--- config.mk ---
export PLATFORM = sky130hd
export DESIGN_NAME = mem_port_arbiter
export DESIGN_NICKNAME = d
export VERILOG_FILES = /design/src/rtl/mem_port_arbiter.sv
export SDC_FILE = /design/constraint.sdc
export NUM_CORES = 1
export LEC_CHECK = 0
export ABC_AREA = 0
export BUFFER_PORTS_ARGS = -buffer_cell sky130_fd_sc_hd__buf_2
export CAP_MARGIN = 20
export CELL_PAD_IN_SITES_DETAIL_PLACEMENT = 1
export CELL_PAD_IN_SITES_GLOBAL_PLACEMENT = 1
export CORE_MARGIN = 10
export CORE_UTILIZATION = 35
export CTS_CLUSTER_DIAMETER = 40
export DETAILED_ROUTE_END_ITERATION = 10
export PLACE_DENSITY_LB_ADDON = 0.1
export SKIP_LAST_GASP = 1
export SLEW_MARGIN = 5
export SYNTH_ARGS = -nofsm -noshare
export SYNTH_HDL_FRONTEND = slang
export SYNTH_SLANG_ARGS = --single-unit
--- constraint.sdc ---
create_clock -name clk -period 3.52 [get_ports clk]
set_clock_uncertainty 0.1 [all_clocks]
set_input_delay 0.528 -clock clk [delete_from_list [all_inputs] [get_ports clk]]
set_output_delay 0.528 -clock clk [all_outputs]
set_load 0.01 [all_outputs]
--- src/rtl/mem_port_arbiter.sv ---
// Shares one fixed-latency memory port between the fetch and data requesters, one access at a time.
// Optional: define ARB_RR_EN for alternating grants on simultaneous requests (default: data wins).
module mem_port_arbiter #(
  parameter int unsigned ADDR_W  = 16,
  parameter int unsigned DATA_W  = 16,
  parameter int unsigned MEM_LAT = 2
) (
  input  logic              clk,
  input  logic              rst_n,
  input  logic              if_req,
  input  logic [ADDR_W-1:0] if_addr,
  output logic [DATA_W-1:0] if_rdata,
  output logic              if_done,
  input  logic              d_req,
  input  logic              d_we,
  input  logic              d_byte,
  input  logic [ADDR_W-1:0] d_addr,
  input  logic [DATA_W-1:0] d_wdata,
  output logic [DATA_W-1:0] d_rdata,
  output logic              d_done,
  output logic              mem_en,
  output logic              mem_we,
  output logic              mem_byte,
  output logic [ADDR_W-1:0] mem_addr,
  output logic [DATA_W-1:0] mem_wdata,
  input  logic [DATA_W-1:0] mem_rdata,
  output logic              busy
);

  typedef enum logic [1:0] {StIdle, StAccess, StDone} state_e;

  localparam logic [3:0] LatLoad = 4'(MEM_LAT - 1);

  state_e            state_q, state_d;
  logic [3:0]        cnt_q;
  logic              owner_q;  // 1 = data requester, 0 = fetch
  logic              grant, grant_data;
  logic              mem_en_q, mem_we_q, mem_byte_q;
  logic [ADDR_W-1:0] mem_addr_q;
  logic [DATA_W-1:0] mem_wdata_q;
  logic [DATA_W-1:0] if_rdata_q, d_rdata_q;
  logic              if_done_q, d_done_q;

`ifdef ARB_RR_EN
  logic last_grant_q;  // 1 = data was granted last

  always_ff @(posedge clk or negedge rst_n) begin
    if (!rst_n) begin
      last_grant_q <= 1'b0;
    end else if (grant) begin
      last_grant_q <= grant_data;
    end
  end
`endif

  always_comb begin
    state_d    = state_q;
    grant      = 1'b0;
    grant_data = 1'b0;
    case (state_q)
      StIdle: begin
        if (if_req || d_req) begin
          state_d    = StAccess;
          grant      = 1'b1;
          grant_data = d_req;
`ifdef ARB_RR_EN
          if (if_req && d_req) begin
            grant_data = ~last_grant_q;
          end
`endif
        end
      end
      StAccess: begin
        if (cnt_q == 4'd0) begin
          state_d = StDone;
        end
      end
      StDone:  state_d = StIdle;
      default: state_d = StIdle;
    endcase
  end

  always_ff @(posedge clk or negedge rst_n) begin
    if (!rst_n) begin
      state_q <= StIdle;
    end else begin
      state_q <= state_d;
    end
  end

  always_ff @(posedge clk or negedge rst_n) begin
    if (!rst_n) begin
      cnt_q       <= 4'd0;
      owner_q     <= 1'b0;
      mem_en_q    <= 1'b0;
      mem_we_q    <= 1'b0;
      mem_byte_q  <= 1'b0;
      mem_addr_q  <= '0;
      mem_wdata_q <= '0;
      if_rdata_q  <= '0;
      d_rdata_q   <= '0;
      if_done_q   <= 1'b0;
      d_done_q    <= 1'b0;
    end else begin
      if_done_q <= 1'b0;
      d_done_q  <= 1'b0;
      if (grant) begin
        owner_q     <= grant_data;
        cnt_q       <= LatLoad;
        mem_en_q    <= 1'b1;
        mem_we_q    <= grant_data & d_we;
        mem_byte_q  <= grant_data & d_byte;
        mem_addr_q  <= grant_data ? d_addr : if_addr;
        mem_wdata_q <= grant_data ? d_wdata : '0;
      end else if (state_q == StAccess) begin
        if (cnt_q == 4'd0) begin
          mem_en_q <= 1'b0;
          mem_we_q <= 1'b0;
          if (owner_q) begin
            d_done_q <= 1'b1;
            // Writes leave the data read register untouched.
            if (!mem_we_q) begin
              d_rdata_q <= mem_rdata;
            end
          end else begin
            if_done_q  <= 1'b1;
            if_rdata_q <= mem_rdata;
          end
        end else begin
          cnt_q <= cnt_q - 4'd1;
        end
      end
    end
  end

  assign mem_en    = mem_en_q;
  assign mem_we    = mem_we_q;
  assign mem_byte  = mem_byte_q;
  assign mem_addr  = mem_addr_q;
  assign mem_wdata = mem_wdata_q;
  assign if_rdata  = if_rdata_q;
  assign d_rdata   = d_rdata_q;
  assign if_done   = if_done_q;
  assign d_done    = d_done_q;
  assign busy      = (state_q != StIdle);

endmodule
**Word-level counts from Yosys, hierarchy flattened**

Cells that the tools add are included.

- Output and inout port bits: 70
- Bits in registers: 76

- Muxes and demuxes: 24
- Bitwise logic cells: 5
- Add/subtract/negate cells: 1
- Equality and inequality tests: 4
- Reductions and logical operators: 11

Operators with widths:

| kind | number |
|---|---|
| $mux 16 | 2 |
| $mux 1 | 16 |
| $mux 4 | 3 |
| $reduce_and 2->1 | 3 |
| $reduce_bool 2->1 | 3 |
| $reduce_and 5->1 | 1 |
| $logic_not 4->1 | 1 |
| $mux 2 | 2 |
| $ne 2x2->1 const B | 2 |
| $pmux 2 s2 | 1 |
| $reduce_and 4->1 | 1 |
| $sub 4x1->4 const B | 1 |
| $not 1->1 | 3 |
| $and 1x1->1 | 2 |
| $eq 2x1->1 const B | 1 |
| $logic_not 2->1 | 1 |
| $ne 2x1->1 const B | 1 |
| $logic_or 1x1->1 | 1 |

**Logic depth before layout (Yosys ltp)**

- Depth after elaboration: 5
- Mapped depth: 7
- Depth with buffers taken out: 5

**Least setup slack after synthesis**

Ideal clock, no wire load.

- Path type: register -> register
- Start point: register cnt_q[0]
- End point: register if_rdata_q[0], in the netlist if_rdata[0]
- Required time: 3,295 ps
- Cell stages (with the launch flop): 8
- Arrival: 1,933 ps
- Slack: 1,362 ps
- Setup time: 125 ps
- Period minus slack after synthesis: 2,158 ps
- Cell sequence: dfrtp_1 -> inv_1 -> ha_1 -> or3b_4 -> or3_1 -> buf_6 -> buf_12 -> mux2_4

- Cells in the longest elaborated chain, start to end: 2

RTL lines:

| element | RTL line | text |
|---|---|---|
| start, declared | 35 | `logic [3:0] cnt_q;` |
| start signal, assigned | 109 | `cnt_q <= LatLoad;` |
| start signal, assigned | 130 | `cnt_q <= cnt_q - 4'd1;` |
| $logic_not 4->1 | 116 | `if (cnt_q == 4'd0) begin` |
| $reduce_and 4->1 (no line) | - |  |
| end signal, assigned | 127 | `if_rdata_q <= mem_rdata;` |
| end, declared | 41 | `logic [DATA_W-1:0] if_rdata_q, d_rdata_q;` |

Every way passes these cells.
A chain may end at the register's enable or synchronous reset.

**Worst setup path after layout**

- Start point: register cnt_q[0]
- End point: register if_rdata_q[11], in the netlist if_rdata[11]

The elaborated chain is that of the path after synthesis.

==> metrics.yaml <==
status: "complete, no violations"
timing.final.crit_period_ns: 2.52
cts_setup_buffers: 0
critPathLaunchType: "flop"
critical_path_arrival_ns: 2.63
setup-tns-final_ns: 0
hp-class: "in -> async"
clock_power_share_pct: 19.6
initial_core_util_pct: 36.4
antenna_found_initial: 1
cts_buffers: 9
fillers: 934
first_global_vias: 2663
required_ns: 3.63
cts_root_buffer: "clkbuf_8"
dieArea_um2: 12800
maxSlewViolCount: 0
place_congestion: 0.728
syn-num-nets: 300
antenna_cells: 0
p_leak_nw: 2.05
cts.sinks: 76
comb_power_share_pct: 39.8
post_synth_instance_area_um2: 3040
cts_tree: "built"
min_period_over_period_pct: 71.7
chipHeight_um: 113
instances_no_fill: 475
drc: 0
grtUsageTotal_pct: 13.3
endpoint_kind: "flop"
hold_viol_final: 0
crit_fanout: 17
io-pin-count: 140
overflow: 0
post_drt_wl_per_cell_um: 18.4
fmax_mhz: 396
rows: 33
ant_nets: 0
rsz0062_at_grt: "no"
dpl_cell_area_um2: 3810
routed_wl_mm: 8.76
power.internal_mw: 2.42
vias_per_cell: 4.95
drt_pass1_iterations: 4
place_inst: 460
post_cts_resized: 0
seq_area_frac_synth_pct: 62.6
area_growth_pct: 32.8
p_switching_mw: 1.31
critPathKind: "reg -> reg"
preCtsSetupSlack_ns: 0.977
vias: 2349
setup_viol: 0
htreeDepth: 3
path_clk_slew_ns: 0.07
hpwl_mm: 6.59
synth_warnings: 0
core_region_area_um2: 8340
ir_worst_vdd_mv: 0.276
p_per_area_nw_per_um2: 925
whs_ns: 0.252
grt_pass1_wl_mm: 13.9
hold_buffers: 0
drv_cap: 0
worst_pin_slew_ns: 0.959
setup_slack_ns: 0.997
p_sw_share_pct: 35.2
syn_avg_cell_area_um2: 13.3
die_w_um: 113
nets: 438
ys_types: 31
final_cell_area_um2: 4040
cts_buffer_depth: 2
async_flop_share_pct: 100
syn_inst: 228
clk-insertion-delay-late_ns: 0.32
synth_ff_type: "dfrtp_1"
power_mw: 3.73
grt_max_degree: 77
drive_gt1_share_pct: 52.2
synth_seq_cells: 76
fin_util_pct: 48.4
drt_iter0_drc: 86
seqPwrFrac_pct: 40.5
io_buffers: 139
relSlewSlack_pct: 36.1
synth_edf_count: 0
[registers in the layout (all words and copies together), names as in the netlist, 2 cells and up]
register	flops
cnt_q	4
d_rdata	16
if_rdata	16
mem_addr	16
mem_wdata	16
state_q	2
[worst paths after layout]
path	start	slack, ns	cells past startpoint	end
worst max-delay path	cnt_q[0]	1.0	5	if_rdata[11]
worst min-delay path	rst_n	0.25	1	cnt_q[3]
worst max register to register	cnt_q[0]	1.0	5	if_rdata[11]
worst min register to register	mem_wdata[8]	0.40	1	mem_wdata[8]
max in group asynchronous	rst_n	2.46	1	mem_addr[9]
min in group clk	d_we	0.30	3	mem_we
[cell type report]
| type | instances | area [um^2] | share of cell area (%) |
|---|---|---|---|
| clock inverters | 4 | 72.6 | 1.80 |
| clock buffers | 11 | 151 | 3.75 |
| repair buffers | 141 | 713 | 17.7 |
| inverters | 5 | 18.8 | 0.465 |
| well taps | 105 | 131 | 3.26 |
| multi-input cells | 133 | 1050 | 25.9 |
| flip-flops and latches | 76 | 1900 | 47.1 |
[metal layers]
metal	up-vias	GRT usage (%)	share of wire, %
met5	-	0	0
met3	7	5.76	8.6
met4	0	4.48	1.0
met1	1148	16.1	44
met2	87	20.7	47
li1	1107	-	-
[power groups by stage]
stage               combinational [mW]  sequential [mW]  clock [mW]
floorplan                        0.704             1.68           0
global placement                  1.49             1.51           0
detailed placement                1.53             1.53           0
CTS                               1.54             1.52       0.762
global route                      1.65             1.57       0.801
finish                            1.49             1.51       0.733
[cells in the mapped netlist (all sizes together), types with 2 or more instances]
cell    count  area, um^2
a21oi       2        10.0
a22o       17         149
buf         5        45.0
clkbuf      9        33.8
dfrtp      76        1900
ha          2        25.0
inv         5        18.8
mux2       32         394
nand2       2        7.51
nand3       3        15.0
nor2        3        11.3
nor3        3        15.0
nor3b       2        20.0
o21ai      39         195
o22ai      16         100
or2         2        12.5
[critical path: stages (launching register included)]
cell and delay [ns]:
dfrtp_1 0.39, inv_1 0.10, ha_1 0.20, or3b_4 0.40, or3_1 0.75, mux2_4 0.45
[kinds of logic (layout without fill, tap and decap cells)]
logic type      count (synthesis)  count (layout)  synth area share, %
compound gates                 77              77                 15.7
buf+inv                        19             161                 3.21
flops                          76              76                 62.6
mux                            33              33                 13.3
fa+ha+maj                       2               2                0.823
simple gates                   21              21                 4.36
[cells in the final DEF, fill, tap and decap left out, types with 5 or more instances in the layout]
master / synthesis / layout
inv_1: 5 / 5
a22o_1: 17 / 17
mux2_2: 23 / 23
dfrtp_1: 76 / 76
mux2_4: 9 / 9
o21ai_0: 39 / 39
o22ai_1: 16 / 16
buf_2: 2 / 138
clkbuf_8: 0 / 11
Note: power is estimated with default switching activity, not from simulation.
